<file path="config.mk">
export PLATFORM = sky130hd
export DESIGN_NAME = vblank_scheduler
export DESIGN_NICKNAME = d
export VERILOG_FILES = /design/src/rtl/vblank_scheduler.sv
export SDC_FILE = /design/constraint.sdc
export NUM_CORES = 1
export LEC_CHECK = 0
export ABC_AREA = 1
export CAP_MARGIN = 20
export CORE_ASPECT_RATIO = 0.5
export CORE_UTILIZATION = 40
export CTS_BUF_LIST = sky130_fd_sc_hd__clkbuf_4 sky130_fd_sc_hd__clkbuf_8
export CTS_CLUSTER_DIAMETER = 120
export DETAILED_ROUTE_END_ITERATION = 10
export PLACE_DENSITY = 0.68
export SLEW_MARGIN = 10
export SYNTH_ARGS = -nofsm -noshare
export SYNTH_HDL_FRONTEND = slang
export SYNTH_SLANG_ARGS = --single-unit
</file>
<file path="constraint.sdc">
create_clock -name clk -period 1.69 [get_ports clk]
set_input_delay 0.2535 -clock clk [delete_from_list [all_inputs] [get_ports clk]]
set_output_delay 0.2535 -clock clk [all_outputs]
set_load 0.05 [all_outputs]
</file>
<file path="src/rtl/vblank_scheduler.sv">
// vblank_scheduler: round-robin sharing of the VGA vertical-blanking window among N requesters
module vblank_scheduler #(
  parameter int N         = 4,
  parameter int VIS_LINES = 480,
  parameter int TIMEOUT   = 1024,
  parameter int CNT_W     = 16
) (
  input  logic             clk,
  input  logic             rst,
  input  logic [9:0]       y_ptr,
  input  logic [N-1:0]     req,
  input  logic [N-1:0]     done,
  output logic [N-1:0]     grant,
  output logic             frame_tick,
  output logic [CNT_W-1:0] frame_cnt,
  output logic             busy,
  output logic             overrun,
  output logic             timeout_err
);
  localparam int PW = (N > 1) ? $clog2(N) : 1;
  localparam int HW = $clog2(TIMEOUT) + 1;
  typedef enum logic [1:0] {IDLE, ARB, GRANT} state_t;
  state_t state, state_n;
  logic vblank_q, vb, entry, rel, rel_norm;
  logic [N-1:0] served, served_n, eligible, grant_n;
  logic [PW-1:0] rr_ptr, rr_n, gi, gi_n, pick;
  logic [HW-1:0] hold_cnt, hold_n;
  logic overrun_n, timeout_n;
  assign vb       = int'(y_ptr) >= VIS_LINES;
  assign entry    = vb & ~vblank_q;
  assign eligible = req & ~served;
  assign rel_norm = done[gi] | ~req[gi];
  assign rel      = rel_norm | ~vb | (hold_cnt == HW'(TIMEOUT - 1));
  assign busy     = |grant;
  // first eligible requester at or after rr_ptr, wrapping modulo N
  always_comb begin
    pick = rr_ptr;
    for (int i = N - 1; i >= 0; i--)
      if (eligible[(int'(rr_ptr) + i) % N]) pick = PW'((int'(rr_ptr) + i) % N);
  end
  // next-state and registered-output computation
  always_comb begin
    state_n   = state;
    grant_n   = grant;
    served_n  = served;
    rr_n      = rr_ptr;
    gi_n      = gi;
    hold_n    = hold_cnt;
    overrun_n = overrun;
    timeout_n = timeout_err;
    case (state)
      ARB: begin
        state_n = (!vb || eligible == '0) ? IDLE : GRANT;
        if (vb && eligible != '0) begin
          grant_n = N'(1) << pick;
          gi_n    = pick;
          hold_n  = '0;
        end
      end
      GRANT: begin
        hold_n = hold_cnt + HW'(1);
        if (rel) begin
          grant_n      = '0;
          served_n[gi] = 1'b1;
          rr_n         = PW'((int'(gi) + 1) % N);
          overrun_n    = overrun | (~rel_norm & ~vb);
          timeout_n    = timeout_err | (~rel_norm & vb);
          state_n      = vb ? ARB : IDLE;
        end
      end
      default: ;
    endcase
    if (entry) begin
      served_n = '0;
      grant_n  = '0;
      state_n  = ARB;
    end
  end
  // state and output registers with synchronous reset
  always_ff @(posedge clk) begin
    if (rst) begin
      state       <= IDLE;
      vblank_q    <= 1'b1;
      frame_tick  <= 1'b0;
      frame_cnt   <= '0;
      served      <= '0;
      rr_ptr      <= '0;
      gi          <= '0;
      grant       <= '0;
      hold_cnt    <= '0;
      overrun     <= 1'b0;
      timeout_err <= 1'b0;
    end else begin
      state       <= state_n;
      vblank_q    <= vb;
      frame_tick  <= entry;
      frame_cnt   <= entry ? frame_cnt + CNT_W'(1) : frame_cnt;
      served      <= served_n;
      rr_ptr      <= rr_n;
      gi          <= gi_n;
      grant       <= grant_n;
      hold_cnt    <= hold_n;
      overrun     <= overrun_n;
      timeout_err <= timeout_n;
    end
  end
endmodule

</file>
* Word-level counts from Yosys, hierarchy flattened
Cells that the tools add are included.
Storage, ports and cells: register bits 45, input bits 20
Operators by class: $add $sub $neg 6, magnitude comparators 7, eq/ne operators 6, shifts and indexed selects 1, mux-type cells 31, bitwise operators 18, reductions and logical operators 19
Operators by type and width (number):
- $pmux 11 s2 | 1
- $add 16x1->16 const B | 1
- $bmux 1 s2 | 6
- $lt 3x4->1 const B | 3
- $mux 1 | 12
- $mux 2 | 6
- $add 11x1->11 const B | 1
- $eq 11x10->1 const B | 1
- $mux 11 | 1
- $ge 10x9->1 const B | 1
- $reduce_and 2->1 | 5
- $mux 4 | 2
- $pmux 4 s2 | 1
- $reduce_or 2->1 | 4
- $lt 2x3->1 const B | 2
- $or 1x1->1 | 5
- $add 2x1->2 const B | 2
- $add 2x2->2 const B | 2
- $and 4x4->4 | 1
- $logic_not 4->1 | 1
- $ne 2x2->1 const B | 2
- $not 1->1 | 4
- $not 4->4 | 1
- $or 4x4->4 | 1
- other kinds (17) | 22

* Depth between registers and ports, before layout
word-level depth 13, mapped depth 14, mapped depth without buffers 13

* Worst setup path after synthesis
OpenSTA, ideal clock, no wires.
path kind flip-flop to flip-flop, start point register frame_cnt[0], end point register frame_cnt[14], arrival time 1686 ps, data required time 1562 ps, setup slack -123 ps, stages on the path, launching flop included 9, clock period less this slack 1813 ps, cell sequence dfxtp_1 ha_1 nand3_1 nor2_4 nand2_2 nor2_4 nand3_1 xor2_1 nor2_1
On the way: longest elaborated chain between the ends 1
RTL lines:
- start: declaration | line 15 | output logic [CNT_W-1:0] frame_cnt,
- start signal: assignment | line 97 | frame_cnt <= entry ? frame_cnt + CNT_W'(1) : frame_cnt;
- $add 16x1->16 | line 97
No other way between the ends. A chain may end at the register's enable or synchronous reset.

* Final worst setup path
start point register frame_tick, end point output port frame_tick
RTL lines:
- start: declaration | line 14 | output logic frame_tick,
- start signal: assignment | line 96 | frame_tick <= entry;
No word-level cell between the ends.

==> results.md <==
Clock network:
- After clock tree synthesis, the flow added hold-fix buffers numbering 0.
- Buffers added to address setup during post-CTS repair amount to 0.
- The total CTS buffers is 5.
- The clock tree synthesis step divided the H-tree into 2 levels.
- After clock tree synthesis, the clock-pin slew on the worst setup and hold paths is 90 ps.
- Clock latency on the worst-skew pair, taken at its later pin, is 300 ps.
- In this run the deepest clock path goes through 2 buffers.
- TritonCTS built the clock tree.
- The CTS sink count is 45.
- The post-CTS resize count is 0.
- CTS placed an instance of sky130_fd_sc_hd__clkbuf_8 at the clock tree root.

Hold path:
- The worst hold path passes through 2 cells.
- The startpoint identified for the worst hold timing path is hold_cnt[6].
- The endpoint of the worst hold-timing path is hold_cnt[6].
- The path category of the worst min-delay check is reg -> reg.

Yosys:
- By area the synthesized netlist is led by sky130_fd_sc_hd__dfxtp_1 (39%), sky130_fd_sc_hd__nand2_1 (12%), sky130_fd_sc_hd__nand3_1 (6.7%).
- Synthesis produced a netlist with a net count of 341.
- The synthesized design contains 45 register bits.
- The share of synthesized registers carrying an async set or reset is 0%.
- The most common cell in the synthesized netlist is sky130_fd_sc_hd__nand2_1.
- The number of unique standard cell types used by synthesis is 40.
- The average size of a mapped cell is 7.34 sq um.
- In this run, synthesis inferred 0 flip-flops with an integrated enable.
- The top cell type by total area after synthesis is sky130_fd_sc_hd__dfxtp_1.
- The netlist area before placement is 2310 sq um.
- The count of synthesis-stage warnings from yosys is 0.
- The synthesized instance count is 315.
- The dominant register cell in the synthesized netlist is sky130_fd_sc_hd__dfxtp_1.
- The post-synthesis sequential area ratio is 38.9%.
- By count the netlist is led by sky130_fd_sc_hd__nand2_1 (76), sky130_fd_sc_hd__dfxtp_1 (45), sky130_fd_sc_hd__inv_1 (39), sky130_fd_sc_hd__nand3_1 (31), sky130_fd_sc_hd__a21oi_1 (30).
- The synthesized design devotes to its leading area cell type 38.9% of total area.

Worst setup path:
- The reg-to-reg setup timing slack is 90 ps.
- The startpoint identified for the worst register-to-register timing path is hold_cnt[1].
- The endpoint of the most critical register-to-register path is rr_ptr[1].
- STA classifies the critical path endpoint as an output port.
- The startpoint kind of the worst setup timing path is a flop.
- Walking the worst path, the cells encountered are clkdlybuf4s50_1.
- The critical path required time is 1440 ps.
- Data arrives at the worst endpoint at 1390 ps.
- Measured in cells, the most critical reg-to-reg path has a length of 8.
- The start point of the critical path is frame_tick.
- The cell class contributing the biggest share of worst-path delay is buffers and inverters.
- The setup path with the least slack is of type reg -> out.
- The maximum single-stage delay on the critical path is 790 ps.
- The number of buffers and inverters on the critical path is 1.
- The largest fanout on the critical path is 1.
- The highest-delay cell along the critical path is sky130_fd_sc_hd__clkdlybuf4s50_1.

Placement:
- The final HPWL from detailed placement is 4000 um.
- Counting tap cells, the placed design contains a total of 443 instances.
- The number of I/O port buffers is 38.
- The routability congestion estimate from global placement is 0.892.

STA:
- Between clock sinks in the finished design, the worst skew comes to 6.99 ps.
- The number of hold-slack violations in the final timing report is 0.
- The tightest slew margin relative to the limit is 67.6%.
- Timing would allow up to 607 MHz.
- Setup repair after global routing could not meet its margin everywhere.
- The smallest clock period supported by the final layout is computed as 1650 ps.
- At the pin with the least slew margin, the transition time is 485 ps.
- Of the available clock period, the critical path in the final layout requires 97.5%.
- Setup violations remaining at the end of the flow were counted as 0.
- The number of max-slew violations in the final report is 0.
- The tightest hold path in the finished design has a slack of 477 ps.

Drt:
- In this run the top signal layer used is met4.
- The number of detailed-route iterations in the first pass is 4.
- In the final routed layout, each cell accounts on average for 11.8 um.
- The number of vias in the routed layout is 2217.
- Summed over all nets, wire length on met3 after detailed routing comes to 184 um.
- The number of DRC markers in iteration 0 is 77.
- Summed over all nets, wire length on met2 after detailed routing comes to 2540 um.
- In the final routing, the length of wire on met1 measures 2590 um.
- The overall routed net length is 5350 um.
- The number of nets with antenna violations after routing is 0.
- After detailed routing, the number of remaining DRC violations is 0.
- In the routed layout, each cell is associated on average with a via count of 4.90.

Floorplanning:
- The initial utilization of the core area, before any placement, comes to 41.9%.
- The I/O pin count is 44.
- The die is 110 um wide.
- After floorplanning, the core was divided into 19 placement rows.
- The die covers 6110 sq um.
- The die height is 55.8 um.
- The floorplan core area is 5520 sq um.

Final layout:
- Of the cells placed in the final design, the portion with a size suffix greater than 1 is 24.0%.
- The number of standard cells in the final layout excluding fillers is 452.
- The area added between synthesis and finish is 33.0%.
- The number of antenna diodes in the final layout is 0.
- In the final layout, flip-flops and latches occupy 908 sq um.
- The multi-input combinational cell area is 1290 sq um.
- For this run, the post-layout net count is 404.
- Counting the fill cells in the layout gives 521.

Pwr:
- The total power divided by cell area is 737 nW/um^2.
- The peak ir drop on the vdd network is 0.000567 V.
- The cell leakage power is 1.29 nW.

Global route:
- The first-pass GRT wire length is 8750 um.
- The number of global-route vias before repair was 2106.
- The total grt overflow is 0.
- The largest net degree at the start of global routing is 15.
- Global routing consumed, over all layers together, 18.2% of the routing resources.
- The number of antenna violations at the first check in global routing is 0.

Job:
- The max-capacitance violation count is 0.

Status:
- The flow ran to the end, and the final reports show no timing, DRC or antenna violations.
-- flip-flops by register name, summed over array words and instances, names as in the netlist --
signal       cells
gi               2
grant            4
hold_cnt        11
frame_tick       1
frame_cnt       16
timeout_err      1
overrun          1
state            2
vblank_q         1
rr_ptr           2
served           4
-- how the worst max path moves through the flow --
stage               endpoint  slack (ps)  cells after the start
2_1_floorplan  frame_cnt[15]          20                      7
3_3_place_gp        grant[1]        -180                      9
3_5_place_dp        grant[1]        -200                      9
4_1_cts            rr_ptr[1]          30                      8
5_1_grt             grant[0]         -10                      9
6_report          frame_tick          40                      1
-- worst register-to-register path: stages, from the launching register on --
cell                      delay, ps
sky130_fd_sc_hd__dfxtp_2        370
sky130_fd_sc_hd__ha_4           170
sky130_fd_sc_hd__nand4_4        130
sky130_fd_sc_hd__nor3_4         260
sky130_fd_sc_hd__nand4_4        180
sky130_fd_sc_hd__o21ai_4        130
sky130_fd_sc_hd__inv_2           70
sky130_fd_sc_hd__o21ai_1        120
sky130_fd_sc_hd__a21oi_1         50
-- power by group --
part           switching [mW]  internal (mW)  total (mW)
logic                   0.127         0.0978       0.225
clock network           0.375          0.587       0.963
registers             0.00943           1.07        1.08
total                   0.512           1.75        2.27
-- kinds of logic after synthesis --
| group | Yosys count | synth area share, % |
|---|---|---|
| and+or+nand+nor | 147 | 30.4 |
| xor gates and xnor gates | 6 | 2.60 |
| DFF | 45 | 38.9 |
| adders and majority gates | 6 | 3.24 |
| buffers and inverters | 48 | 8.22 |
| AOI/OAI and AO/OA | 63 | 16.6 |
-- metrics by stage --
stage	power (mW)	utilization [%]	setup slack (ps)	setup TNS, ps	cell area (sq um)
2_1_floorplan	1.22	-	15.3	0	2320
3_3_place_gp	1.31	52.0	-178	-3140	2870
3_5_place_dp	1.32	52.0	-203	-3660	2870
4_1_cts	2.28	54.4	27.2	0	3000
5_1_grt	2.35	55.8	-10.9	-14.2	3080
6_report	2.27	55.8	42.7	0	3080
-- metal layers --
| metal | GRT usage, % | vias up |
|---|---|---|
| met4 | 6.29 | 0 |
| met1 | 22.3 | 1012 |
| met3 | 4.22 | 6 |
| met5 | 0 | - |
| li1 | - | 1167 |
| met2 | 31.3 | 32 |
-- final cells by class --
class                   instances  area share, %
clock buffers                   5           2.24
clock inverters                 3           2.11
inverters                      43           5.33
multi-input cells             223           41.9
flip-flops and latches         45           29.5
well taps                      73           2.97
repair buffers                 60           15.9
-- placed cells by master, fill, tap and decap left out, types with 2 or more instances in the layout --
| cell type | n |
|---|---|
| sky130_fd_sc_hd__nand2_1 | 75 |
| sky130_fd_sc_hd__buf_4 | 45 |
| sky130_fd_sc_hd__inv_1 | 39 |
| sky130_fd_sc_hd__dfxtp_1 | 39 |
| sky130_fd_sc_hd__a21oi_1 | 30 |
| sky130_fd_sc_hd__nand3_1 | 30 |
| sky130_fd_sc_hd__clkdlybuf4s50_1 | 14 |
| sky130_fd_sc_hd__nor2_1 | 13 |
| sky130_fd_sc_hd__o21ai_0 | 13 |
| sky130_fd_sc_hd__dfxtp_2 | 6 |
| sky130_fd_sc_hd__nor2_2 | 5 |
| sky130_fd_sc_hd__ha_1 | 5 |
| sky130_fd_sc_hd__clkbuf_8 | 5 |
| sky130_fd_sc_hd__nor2_4 | 4 |
| sky130_fd_sc_hd__nand2_2 | 4 |
| sky130_fd_sc_hd__o21ai_1 | 4 |
| sky130_fd_sc_hd__xor2_1 | 4 |
| sky130_fd_sc_hd__inv_2 | 3 |
| sky130_fd_sc_hd__nand4_1 | 3 |
| sky130_fd_sc_hd__o21a_1 | 2 |
| sky130_fd_sc_hd__and3_1 | 2 |
| sky130_fd_sc_hd__nor3_2 | 2 |
| sky130_fd_sc_hd__a31o_2 | 2 |
| sky130_fd_sc_hd__o211ai_1 | 2 |
| sky130_fd_sc_hd__nand3b_1 | 2 |
| sky130_fd_sc_hd__nand4_4 | 2 |
| sky130_fd_sc_hd__o21ai_4 | 2 |
| sky130_fd_sc_hd__a221oi_1 | 2 |
| sky130_fd_sc_hd__bufinv_16 | 2 |
Power figures use the tool's default switching activity.
